[config.mk]
export PLATFORM = sky130hd
export DESIGN_NAME = hilo_muldiv_ctrl
export DESIGN_NICKNAME = d
export VERILOG_FILES = /design/src/rtl/hilo_muldiv_ctrl_pkg.sv /design/src/rtl/hilo_step.sv /design/src/rtl/hilo_muldiv_ctrl.sv
export SDC_FILE = /design/constraint.sdc
export NUM_CORES = 1
export LEC_CHECK = 0
export ABC_CLOCK_PERIOD_IN_PS = 5500
export CAP_MARGIN = 20
export CORE_ASPECT_RATIO = 0.7
export CORE_MARGIN = 2
export CORE_UTILIZATION = 40
export DETAILED_ROUTE_END_ITERATION = 8
export HOLD_SLACK_MARGIN = 0.02
export SKIP_CTS_REPAIR_TIMING = 1
export SLEW_MARGIN = 30
export SYNTH_ARGS = -nofsm -noshare
export SYNTH_HDL_FRONTEND = slang
export SYNTH_SLANG_ARGS = --single-unit
[constraint.sdc]
create_clock -name clock -period 5.5 [get_ports clock]
set_input_delay 1.1 -clock clock [delete_from_list [all_inputs] [get_ports clock]]
set_output_delay 1.1 -clock clock [all_outputs]
set_load 0.005 [all_outputs]
[src/rtl/hilo_muldiv_ctrl_pkg.sv]
// Shared definitions for the HI/LO multiply/divide sequencer:
// op encodings, FSM states, step modes and iteration count.
package hilo_muldiv_ctrl_pkg;

  localparam int ITER = 32;
  localparam int CW   = $clog2(ITER);

  localparam logic [2:0] OP_MULTU = 3'b000;
  localparam logic [2:0] OP_MULT  = 3'b001;
  localparam logic [2:0] OP_DIVU  = 3'b010;
  localparam logic [2:0] OP_DIV   = 3'b011;
  localparam logic [2:0] OP_MTHI  = 3'b100;
  localparam logic [2:0] OP_MTLO  = 3'b101;

  typedef enum logic [1:0] {
    IDLE,
    CALC,
    DONE
  } state_t;

  typedef enum logic {
    MODE_MUL,
    MODE_DIV
  } mode_t;

  // Magnitude of a two's complement value when sgn is set,
  // raw value otherwise.
  function automatic logic [31:0] mag32(
    input logic [31:0] v,
    input logic        sgn
  );
    return (sgn && v[31]) ? -v : v;
  endfunction

endpackage

[src/rtl/hilo_step.sv]
// One iteration of the shift-add multiplier / restoring divider.
// Ports: mode, rem (acc upper / remainder), bits (multiplier /
// quotient), operand (multiplicand / divisor); rem_next, bits_next.
module hilo_step
  import hilo_muldiv_ctrl_pkg::*;
(
  input  mode_t       mode,
  input  logic [32:0] rem,
  input  logic [31:0] bits,
  input  logic [31:0] operand,
  output logic [32:0] rem_next,
  output logic [31:0] bits_next
);

  logic [32:0] sum;
  logic [32:0] shifted;
  logic [33:0] diff;

  always_comb begin
    sum       = '0;
    shifted   = '0;
    diff      = '0;
    rem_next  = rem;
    bits_next = bits;
    unique case (mode)
      MODE_MUL: begin
        // Add multiplicand when the current multiplier bit is set,
        // then shift the 65-bit {carry, acc, multiplier} right by one.
        sum = rem + (bits[0] ? {1'b0, operand} : 33'd0);
        rem_next  = {1'b0, sum[32:1]};
        bits_next = {sum[0], bits[31:1]};
      end
      MODE_DIV: begin
        // Partial remainder shifted left with the next dividend bit;
        // the dividend drains out of bits as quotient bits fill in.
        shifted = {rem[31:0], bits[31]};
        diff    = {1'b0, shifted} - {2'b00, operand};
        if (!diff[33]) begin
          rem_next  = diff[32:0];
          bits_next = {bits[30:0], 1'b1};
        end else begin
          rem_next  = shifted;
          bits_next = {bits[30:0], 1'b0};
        end
      end
      default: begin
        rem_next  = rem;
        bits_next = bits;
      end
    endcase
  end

endmodule

[src/rtl/hilo_muldiv_ctrl.sv]
// Iterative MULT/MULTU/DIV/DIVU sequencer owning HI/LO, plus MTHI/MTLO.
// Ports: clock, reset_n, start, op, operador1/2 in; busy, done, div_zero, hi, lo out.
module hilo_muldiv_ctrl
  import hilo_muldiv_ctrl_pkg::*;
(
  input  logic        clock,
  input  logic        reset_n,
  input  logic        start,
  input  logic [2:0]  op,
  input  logic [31:0] operador1,
  input  logic [31:0] operador2,
  output logic        busy,
  output logic        done,
  output logic        div_zero,
  output logic [31:0] hi,
  output logic [31:0] lo
);

  state_t        state_q, state_d;
  mode_t         mode_q, mode_d;
  logic [CW-1:0] count_q, count_d;
  logic [32:0]   rem_q, rem_d;
  logic [31:0]   bits_q, bits_d;
  logic [31:0]   operand_q, operand_d;
  logic          neg_res_q, neg_res_d;
  logic          neg_rem_q, neg_rem_d;
  logic [31:0]   hi_d, lo_d;
  logic          dz_d;

  logic [32:0]   rem_nx;
  logic [31:0]   bits_nx;

  logic          is_mul;
  logic          is_div;
  logic          is_signed;
  logic          go_calc;
  logic          go_dz;
  logic          is_mthi;
  logic          is_mtlo;
  logic [31:0]   a_mag;
  logic [31:0]   b_mag;
  logic [63:0]   prod;
  logic [63:0]   prod_fix;
  logic [31:0]   quo_fix;
  logic [31:0]   rmd_fix;

  hilo_step u_step (
    .mode      (mode_q),
    .rem       (rem_q),
    .bits      (bits_q),
    .operand   (operand_q),
    .rem_next  (rem_nx),
    .bits_next (bits_nx)
  );

  assign is_mul    = (op == OP_MULTU) || (op == OP_MULT);
  assign is_div    = (op == OP_DIVU) || (op == OP_DIV);
  assign is_signed = (op == OP_MULT) || (op == OP_DIV);
  assign go_calc   = is_mul || (is_div && (operador2 != '0));
  assign go_dz     = is_div && (operador2 == '0);
  assign is_mthi   = (op == OP_MTHI);
  assign is_mtlo   = (op == OP_MTLO);

  assign a_mag = mag32(operador1, is_signed);
  assign b_mag = mag32(operador2, is_signed);

  // Final-iteration results with sign fixup; the most negative
  // quotient wraps to itself, so 0x80000000 / -1 needs no trap.
  assign prod     = {rem_nx[31:0], bits_nx};
  assign prod_fix = neg_res_q ? -prod : prod;
  assign quo_fix  = neg_res_q ? -bits_nx : bits_nx;
  assign rmd_fix  = neg_rem_q ? -rem_nx[31:0] : rem_nx[31:0];

  assign busy = (state_q == CALC) || (state_q == DONE);
  assign done = (state_q == DONE);

  always_comb begin
    state_d   = state_q;
    mode_d    = mode_q;
    count_d   = count_q;
    rem_d     = rem_q;
    bits_d    = bits_q;
    operand_d = operand_q;
    neg_res_d = neg_res_q;
    neg_rem_d = neg_rem_q;
    hi_d      = hi;
    lo_d      = lo;
    dz_d      = div_zero;
    unique case (state_q)
      IDLE: begin
        if (start) begin
          unique case (1'b1)
            go_calc: begin
              mode_d    = is_mul ? MODE_MUL : MODE_DIV;
              rem_d     = '0;
              bits_d    = a_mag;
              operand_d = b_mag;
              neg_res_d = is_signed &&
                          (operador1[31] ^ operador2[31]);
              neg_rem_d = is_signed && operador1[31];
              count_d   = CW'(ITER - 1);
              dz_d      = 1'b0;
              state_d   = CALC;
            end
            go_dz: begin
              hi_d    = operador1;
              lo_d    = '1;
              dz_d    = 1'b1;
              state_d = DONE;
            end
            is_mthi: hi_d = operador1;
            is_mtlo: lo_d = operador1;
            default: ;
          endcase
        end
      end
      CALC: begin
        rem_d  = rem_nx;
        bits_d = bits_nx;
        if (count_q == '0) begin
          if (mode_q == MODE_MUL) begin
            hi_d = prod_fix[63:32];
            lo_d = prod_fix[31:0];
          end else begin
            hi_d = rmd_fix;
            lo_d = quo_fix;
          end
          state_d = DONE;
        end else begin
          count_d = count_q - 1'b1;
        end
      end
      DONE: state_d = IDLE;
      default: state_d = IDLE;
    endcase
  end

  always_ff @(posedge clock or negedge reset_n) begin
    if (!reset_n) begin
      state_q   <= IDLE;
      mode_q    <= MODE_MUL;
      count_q   <= '0;
      rem_q     <= '0;
      bits_q    <= '0;
      operand_q <= '0;
      neg_res_q <= 1'b0;
      neg_rem_q <= 1'b0;
      hi        <= '0;
      lo        <= '0;
      div_zero  <= 1'b0;
    end else begin
      state_q   <= state_d;
      mode_q    <= mode_d;
      count_q   <= count_d;
      rem_q     <= rem_d;
      bits_q    <= bits_d;
      operand_q <= operand_d;
      neg_res_q <= neg_res_d;
      neg_rem_q <= neg_rem_d;
      hi        <= hi_d;
      lo        <= lo_d;
      div_zero  <= dz_d;
    end
  end

endmodule
==> out/results.md, run 1 <==
| Parameter | This run | Unit |
| --- | --- | --- |
| Biggest area contributors in the synthesized netlist | dfrtp_1 (28%), o21ai_0 (6.4%), nand2_1 (6.3%) | - |
| Number of standard-cell rows in the floorplan | 60 | - |
| Global-route usage over all layers | 0.303 | - |
| Layout cells sized above 1 | 0.0686 | - |
| Total clock buffers created by CTS | 17 | - |
| Max Freq | 195 | MHz |
| Die Area | 0.0405 | mm^2 |
| Slew Viols, Final | 0 | - |
| TritonCTS clock tree | yes | - |
| Initial DRT Pass Iterations | 5 | - |
| Share of the synthesized area in the top cell type | 0.276 | - |
| Syn avg cell area | 7.67 | um^2 |
| Crit path DAT | 5.51 | ns |
| Min-Delay Endpoint | hi[1] | - |
| Switching fraction of total power | 0.532 | - |
| Fraction of registers with async set/reset | 1.00 | - |
| Most common cell after layout, fill and taps aside | nand2_1 | - |
| Syn. warnings | 0 | - |
| Pin count of the biggest net entering global routing | 123 | - |
| Sequential share of power | 0.192 | - |
| Via count of the first global-routing pass | 14800 | - |
| Critical hold path startpoint | hi[1] | - |
| Nature of the critical path endpoint | flip-flop | - |
| Vias per inst | 6.04 | - |
| Layout Area Growth over Synthesis | 16.3 | % |
| Starting density of the core | 0.406 | - |
| Wire length of the first global-routing pass | 93.1 | mm |
| Worst reg-to-reg setup slack | 0.37 | ns |
| Die boundary width | 240 | um |
| Synth cell types | 98 | - |
| Area leader, netlist | dfrtp_1 | - |
| Post-synth top flop | dfrtp_1 | - |
| Hold Path Cell Cnt | 2 | - |
| Initial antenna violation count | 1 | - |
| Vias after detailed routing | 16000 | - |
| PortBufs | 136 | - |
| Clk slew on worst S/H paths | 0.07 | ns |
| Number of cells on the worst reg-to-reg path | 20 | - |
| Clock power share | 0.111 | - |
| Aggregate routed wire length | 61.2 | mm |
| Library cell used as clock root buffer | clkbuf_16 | - |
| Worst-case clock skew | 0.0127 | ns |
| Filler Cells Inserted | 3868 | - |
| Cell count after synthesis | 2030 | - |
| Register bit total from synthesis | 172 | - |
| Netlist area before placement | 0.0156 | mm^2 |
| DRC violation count after routing | 0 | - |
| Final setup vio count | 0 | - |
| Placement-stage cell area | 0.0175 | mm^2 |
| Routability congestion estimate | 0.948 | - |
| Area of all placed cells without fillers | 0.0181 | mm^2 |
| Die height | 169 | um |
| Maximum ir drop on the vdd rail | 0.000366 | V |
| Congestion Overflow GR | 0 | - |
| Result of the run | finished, final reports clean | - |
| Share of power burned in combinational logic | 0.697 | - |
| Internal power | 5.76 | mW |
| Reported max-cap violation count | 0 | - |
| Most used cells in the layout excluding fill and tap cells | nand2_1 (260), o21ai_0 (199), a21oi_1 (182) | - |
| Max Fanout on Critical Path | 8 | - |
| Min cycle time layout | 5.13 | ns |
| Layout net count | 2260 | - |
| Leakage component of the power | 7.83 | nW |
| Path class of the lowest-slack min-delay path | flip-flop to flip-flop | - |
| Antenna fix cells | 0 | - |
| DP HPWL | 47.3 | mm |
| Relative slew slack | 0.350 | - |
| P per Cell Area | 679 | mW/mm^2 |
| Synthesized Nets | 2175 | - |
| Required time at the endpoint of the critical path | 5.88 | ns |
| Worst skew pair latency | 0.46 | ns |
| Area of the placeable core | 0.0384 | mm^2 |
| Boundary Pins | 137 | - |
| CTS sink count | 172 | - |
| Critical path class | flip-flop to flip-flop | - |
| Share of the cycle needed by the critical path after routing | 0.933 | - |
| DRC violation total after the first TritonRoute iteration | 1926 | - |
| Sequential area share after synthesis | 0.276 | - |
| Setup repair after global routing missed its margin | no | - |
| Reported net switching power | 6.54 | mW |
| Wirelength per Cell | 23.0 | um |
| Total number of H-tree levels | 4 | - |
| Critical R2R Capture | hi[4] | - |
| Number of buffers between clock root and the deepest sink | 2 | - |
| Worst setup SP type | flip-flop | - |
| Hold Violations, Final | 0 | - |
| Least-Margin Pin Slew | 0.975 | ns |
| Count of nets left with antenna violations after detail routing | 0 | - |
| Number of enable-type register cells in the synthesized netlist | 0 | - |
| Launch instance of the worst register-to-register path | rem_q[21] | - |
| Summed negative setup slack over all endpoints | 0 | ns |
-- how the worst max path moves through the flow --
stage          slack (ns)     startpoint  cells after the start     end
2_1_floorplan        0.99         mode_q                     22  hi[26]
3_3_place_gp         0.49  operador2[13]                     13  hi[30]
3_5_place_dp         0.48  operador2[13]                     13  hi[30]
4_1_cts              0.47      rem_q[21]                     20   hi[4]
5_1_grt              0.05      bits_q[0]                     16  hi[26]
6_report             0.37      rem_q[21]                     20   hi[4]
-- through the flow --
step / std cells / util / setup WS [ns] / power, mW / hold WS (ns)
final: 2655 / 0.472 / 0.368 / 12.3 / 0.483
after global routing: 2655 / 0.472 / 0.0518 / 13.1 / 0.507
after CTS: 2655 / 0.472 / 0.471 / 12.1 / 0.489
after detailed placement: 2623 / 0.456 / 0.484 / 10.7 / 0.472
after global placement: 2623 / 0.456 / 0.495 / 10.6 / 0.453
after floorplan: 2030 / - / 0.986 / 7.77 / 0.463
-- worst max-delay path, stage by stage (launching register included) --
cell	delay (ns)
dfrtp_1	0.44
ha_1	0.33
buf_4	0.18
a21oi_4	0.17
o21ai_1	0.12
a211o_1	0.39
a21bo_1	0.35
o21ai_2	0.23
a21boi_0	0.33
ha_1	0.25
o21ai_0	0.20
inv_1	0.20
nand3_1	0.19
inv_1	0.13
nand3_1	0.14
o21a_1	0.35
a21oi_1	0.21
o2bb2ai_1	0.12
xnor2_1	0.30
mux2i_1	0.23
o21ai_0	0.21
-- per-layer routing --
layer / share of wire / vias up / GRT usage
li1: - / 7446 / -
met1: 0.50 / 7846 / 0.488
met2: 0.39 / 702 / 0.407
met3: 0.096 / 32 / 0.0687
met4: 0.0068 / 0 / 0.0440
met5: 0 / - / 0
-- state kept, by name (all words and copies together) (netlist names) --
| register | flops |
|---|---|
| neg_res_q | 1 |
| rem_q | 33 |
| hi | 32 |
| mode_q | 1 |
| bits_q | 32 |
| count_q | 5 |
| operand_q | 32 |
| lo | 32 |
| div_zero | 1 |
| neg_rem_q | 1 |
| state_q | 2 |
-- power by group through the flow --
stage	clock network [mW]	registers (mW)	logic, mW
4_1_cts	1.38	2.36	8.36
3_3_place_gp	0	2.35	8.28
3_5_place_dp	0	2.37	8.32
5_1_grt	1.43	2.44	9.26
2_1_floorplan	0	2.20	5.57
6_report	1.37	2.36	8.57
-- cell families after synthesis --
group	Yosys count	synth area share
AO/OA/AOI/OAI	677	0.271
XOR/XNOR	159	0.0894
adder cells (fa/ha/maj)	75	0.0612
buffers and inverters	188	0.0503
flip-flops	172	0.276
multiplexers	55	0.0365
AND/OR/NAND/NOR	704	0.215
-- synth_stat cells, drive strengths merged, types with 6 or more instances --
cell and number:
o211a 6, o21a 11, and3 21, a21o 25
a21oi 189, nor3 39, o21ai 221, o41ai 6
nor2 169, nor3b 6, mux2i 41, inv 75
nand2b 24, buf 44, and2 46, a21boi 12
o31ai 33, xnor2 84, a22o 11, o22ai 35
a211oi 13, nor2b 11, nand2 261, clkbuf 69
nand4 23, or2 7, nand3 43, ha 73
or3 26, a31oi 26, mux2 14, xor2 75
o21bai 7, nor4 10, o211ai 26, dfrtp 172
-- final cells by class --
type                            instances  area (um^2)  area share
Multi-Input combinational cell       1670        10500       0.580
Sequential cell                       172         4310       0.238
Timing Repair Buffer                  179         1730      0.0953
Tap cell                              527          659      0.0364
Clock buffer                           17          425      0.0235
Inverter                               75          282      0.0155
Clock inverter                         15          199      0.0110
No activity file was read; power rests on OpenSTA's default activity.
==> inputs of run 2 (changes only) <==
--- a/config.mk
+++ b/config.mk
@@ -5,7 +5,7 @@
 export SDC_FILE = /design/constraint.sdc
 export NUM_CORES = 1
 export LEC_CHECK = 0
-export ABC_CLOCK_PERIOD_IN_PS = 5500
+export ABC_CLOCK_PERIOD_IN_PS = 6140
 export CAP_MARGIN = 20
 export CORE_ASPECT_RATIO = 0.7
 export CORE_MARGIN = 2
==> constraint.sdc (replaced) <==
create_clock -name clock -period 6.14 [get_ports clock]
set_input_delay 1.228 -clock clock [delete_from_list [all_inputs] [get_ports clock]]
set_output_delay 1.228 -clock clock [all_outputs]
set_load 0.005 [all_outputs]
==> run 2 against run 1 <==
Against the previous run: die area unchanged; critical path depth unchanged; hold slack got worse by 0.0040 ns; final cell count decreased by 0.53%; core utilization decreased by 0.34 points; via count decreased by 0.94%; sequential share of layout area increased by 0.17 points; worst setup slack improved by 0.29 ns; clock skew decreased by 0.00056 ns; global-route usage decreased by 0.69 points; highest routed layer unchanged.
==> out/results.md, run 2 (synthesis gave the netlist of run 1 again) <==
| Parameter | This run | Unit |
| --- | --- | --- |
| Result of the run | finished, final reports clean | - |
| Setup repair after global routing missed its margin | no | - |
| Nature of the critical path endpoint | flip-flop | - |
| Hold Violations, Final | 0 | - |
| Slew Viols, Final | 0 | - |
| Reported max-cap violation count | 0 | - |
| Layout net count | 2247 | - |
| Flip-flop count of the largest register, all copies and words added | 33 | - |
| Maximum ir drop on the vdd rail | 0.000421 | V |
| Required time at the endpoint of the critical path | 6.54 | ns |
| Congestion Overflow GR | 0 | - |
| DP HPWL | 46.0 | mm |
| Initial antenna violation count | 0 | - |
| Worst reg-to-reg setup slack | 0.66 | ns |
| Most common cell after layout, fill and taps aside | nand2_1 | - |
| Critical path class | flip-flop to flip-flop | - |
| Min cycle time layout | 5.48 | ns |
| Max Freq | 183 | MHz |
| Antenna fix cells | 0 | - |
| Routability congestion estimate | 0.969 | - |
| Leakage component of the power | 7.75 | nW |
| Number of cells on the worst reg-to-reg path | 20 | - |
| Total power consumption of the routed design | 10.8 | mW |
| DRC violation total after the first TritonRoute iteration | 1754 | - |
| Die Area | 0.0405 | mm^2 |
| Count of nets left with antenna violations after detail routing | 0 | - |
| Slowest cell on the critical path | a31o_2 | - |
| Critical path cell sequence | ha_1 -> a21oi_1 -> o21ai_1 -> a21oi_1 -> a31o_2 -> a21oi_1 -> a211oi_2 -> nor2_1 -> inv_1 -> ha_1 -> inv_1 -> nor3_1 -> a41oi_1 -> a2111oi_2 -> and2_2 -> nand4_2 -> nor3b_1 -> o21ai_0 -> or3_1 -> nand3_1 | - |
| Global-route usage over all layers | 0.296 | - |
| DRC violation count after routing | 0 | - |
| Share of the cycle needed by the critical path after routing | 0.892 | - |
| Total clock buffers created by CTS | 17 | - |
| Final setup vio count | 0 | - |
| Number of buffers between clock root and the deepest sink | 2 | - |
| Worst setup SP type | flip-flop | - |
| Critical hold path startpoint | hi[1] | - |
| P per Cell Area | 599 | mW/mm^2 |
| Layout Area Growth over Synthesis | 15.5 | % |
| Critical R2R Capture | hi[26] | - |
| Boundary Pins | 137 | - |
| Die height | 169 | um |
| TritonCTS clock tree | yes | - |
| Crit path DAT | 5.88 | ns |
| Initial DRT Pass Iterations | 8 | - |
| Number of standard-cell rows in the floorplan | 60 | - |
| Filler Cells Inserted | 3886 | - |
| Clk slew on worst S/H paths | 0.08 | ns |
| Relative slew slack | 0.356 | - |
| Path class of the lowest-slack min-delay path | flip-flop to flip-flop | - |
| Vias per inst | 6.01 | - |
| Placement-stage cell area | 0.0173 | mm^2 |
| Most used cell, CP | a21oi_1 | - |
| Wirelength per Cell | 22.5 | um |
| Max Fanout on Critical Path | 16 | - |
| Layout cells sized above 1 | 0.0620 | - |
| Summed negative setup slack over all endpoints | 0 | ns |
| Vias after detailed routing | 15900 | - |
| Area of all sequential standard cells | 0.00431 | mm^2 |
| Most used cells in the layout excluding fill and tap cells | nand2_1 (260), o21ai_0 (198), a21oi_1 (182) | - |
| Die boundary width | 240 | um |
| Stage delay of the slowest cell on the critical path | 0.54 | ns |
| Worst-case clock skew | 0.0121 | ns |
| Multi-input combinational cell area | 0.0105 | mm^2 |
| Total number of H-tree levels | 4 | - |
| Area of all placed cells without fillers | 0.0180 | mm^2 |
| Least-Margin Pin Slew | 0.962 | ns |
| Starting density of the core | 0.406 | - |
| Pin count of the biggest net entering global routing | 98 | - |
| CTS sink count | 172 | - |
| PortBufs | 136 | - |
| Library cell used as clock root buffer | clkbuf_16 | - |
| Min-Delay Endpoint | hi[1] | - |
| Aggregate routed wire length | 59.3 | mm |
| Hold Path Cell Cnt | 2 | - |
| Wire length of the first global-routing pass | 90.9 | mm |
| Worst skew pair latency | 0.47 | ns |
| Launch instance of the worst register-to-register path | rem_q[7] | - |
| Area of the placeable core | 0.0384 | mm^2 |
| Via count of the first global-routing pass | 14700 | - |
| Biggest register | rem_q | - |
==> run 2: changes by cell type in the layout (fill, tap and decap cells not counted) <==
cell      before  now
clkinv_4       0    3
inv_6          6    2
clkbuf_8       1    2
buf_12         3    0
o21ai_1       18   19
buf_6          0    1
inv_8          2    1
clkbuf_1       0    1
clkinv_8       1    0
o21ai_0      199  198
buf_4         40   28
buf_16         0    1
==> run 2: area by class of cell <==
class	instances	share of cell area
multi-input cells	1670	0.585
flip-flops and latches	172	0.240
clock buffers	19	0.0246
clock inverters	12	0.00905
repair buffers	166	0.0898
well taps	527	0.0367
inverters	75	0.0157
==> run 2: through the flow <==
step,std cells,worst slack [ns],hold slack [ns],utilization
after floorplan,2030,1.63,0.463,-
after global placement,2609,0.898,0.463,0.452
after detailed placement,2609,0.908,0.471,0.452
after CTS,2640,0.886,0.487,0.468
after global routing,2641,0.262,0.519,0.469
final,2641,0.662,0.479,0.469
==> run 2: worst max path at each step <==
stage                   start      to  slack (ns)  depth (start not counted)
finish               rem_q[7]  hi[26]        0.66                         20
global route         rem_q[7]  hi[22]        0.26                         20
CTS                  rem_q[7]  hi[22]        0.89                         20
detailed placement   rem_q[7]  hi[22]        0.91                         20
global placement    rem_q[17]  hi[26]        0.90                         21
floorplan              mode_q  hi[26]        1.63                         22
==> run 2: power breakdown <==
group          total, mW  switching, mW  internal, mW
sequential          2.12          0.474          1.64
clock               1.18          0.526         0.655
combinational       7.47           4.72          2.76
==> run 2: per-layer routing <==
metal,GRT usage,vias to the layer above,wire length (um)
met4,0.0575,0,824
met1,0.459,7613,28700
met2,0.392,762,23000
met5,0,-,0
li1,-,7443,-
met3,0.0949,57,6780
==> run 2: worst max-delay path: cells and delay by family (launching register included) <==
family	cells	cell delay (ns)
DFF	1	0.42
AOI/OAI and AO/OA	9	2.54
and+or+nand+nor	7	1.59
adders and majority gates	2	0.62
buffers and inverters	2	0.20
==> inputs of run 3 (changes only) <==
--- a/config.mk
+++ b/config.mk
@@ -6,10 +6,11 @@
 export NUM_CORES = 1
 export LEC_CHECK = 0
 export ABC_CLOCK_PERIOD_IN_PS = 6140
-export CAP_MARGIN = 20
+export CAP_MARGIN = 0
 export CORE_ASPECT_RATIO = 0.7
 export CORE_MARGIN = 2
 export CORE_UTILIZATION = 40
+export CTS_CLUSTER_SIZE = 25
 export DETAILED_ROUTE_END_ITERATION = 8
 export HOLD_SLACK_MARGIN = 0.02
 export SKIP_CTS_REPAIR_TIMING = 1
==> results of run 3 <==
The final DEF is identical to that of run 2; final timing and power are the same.
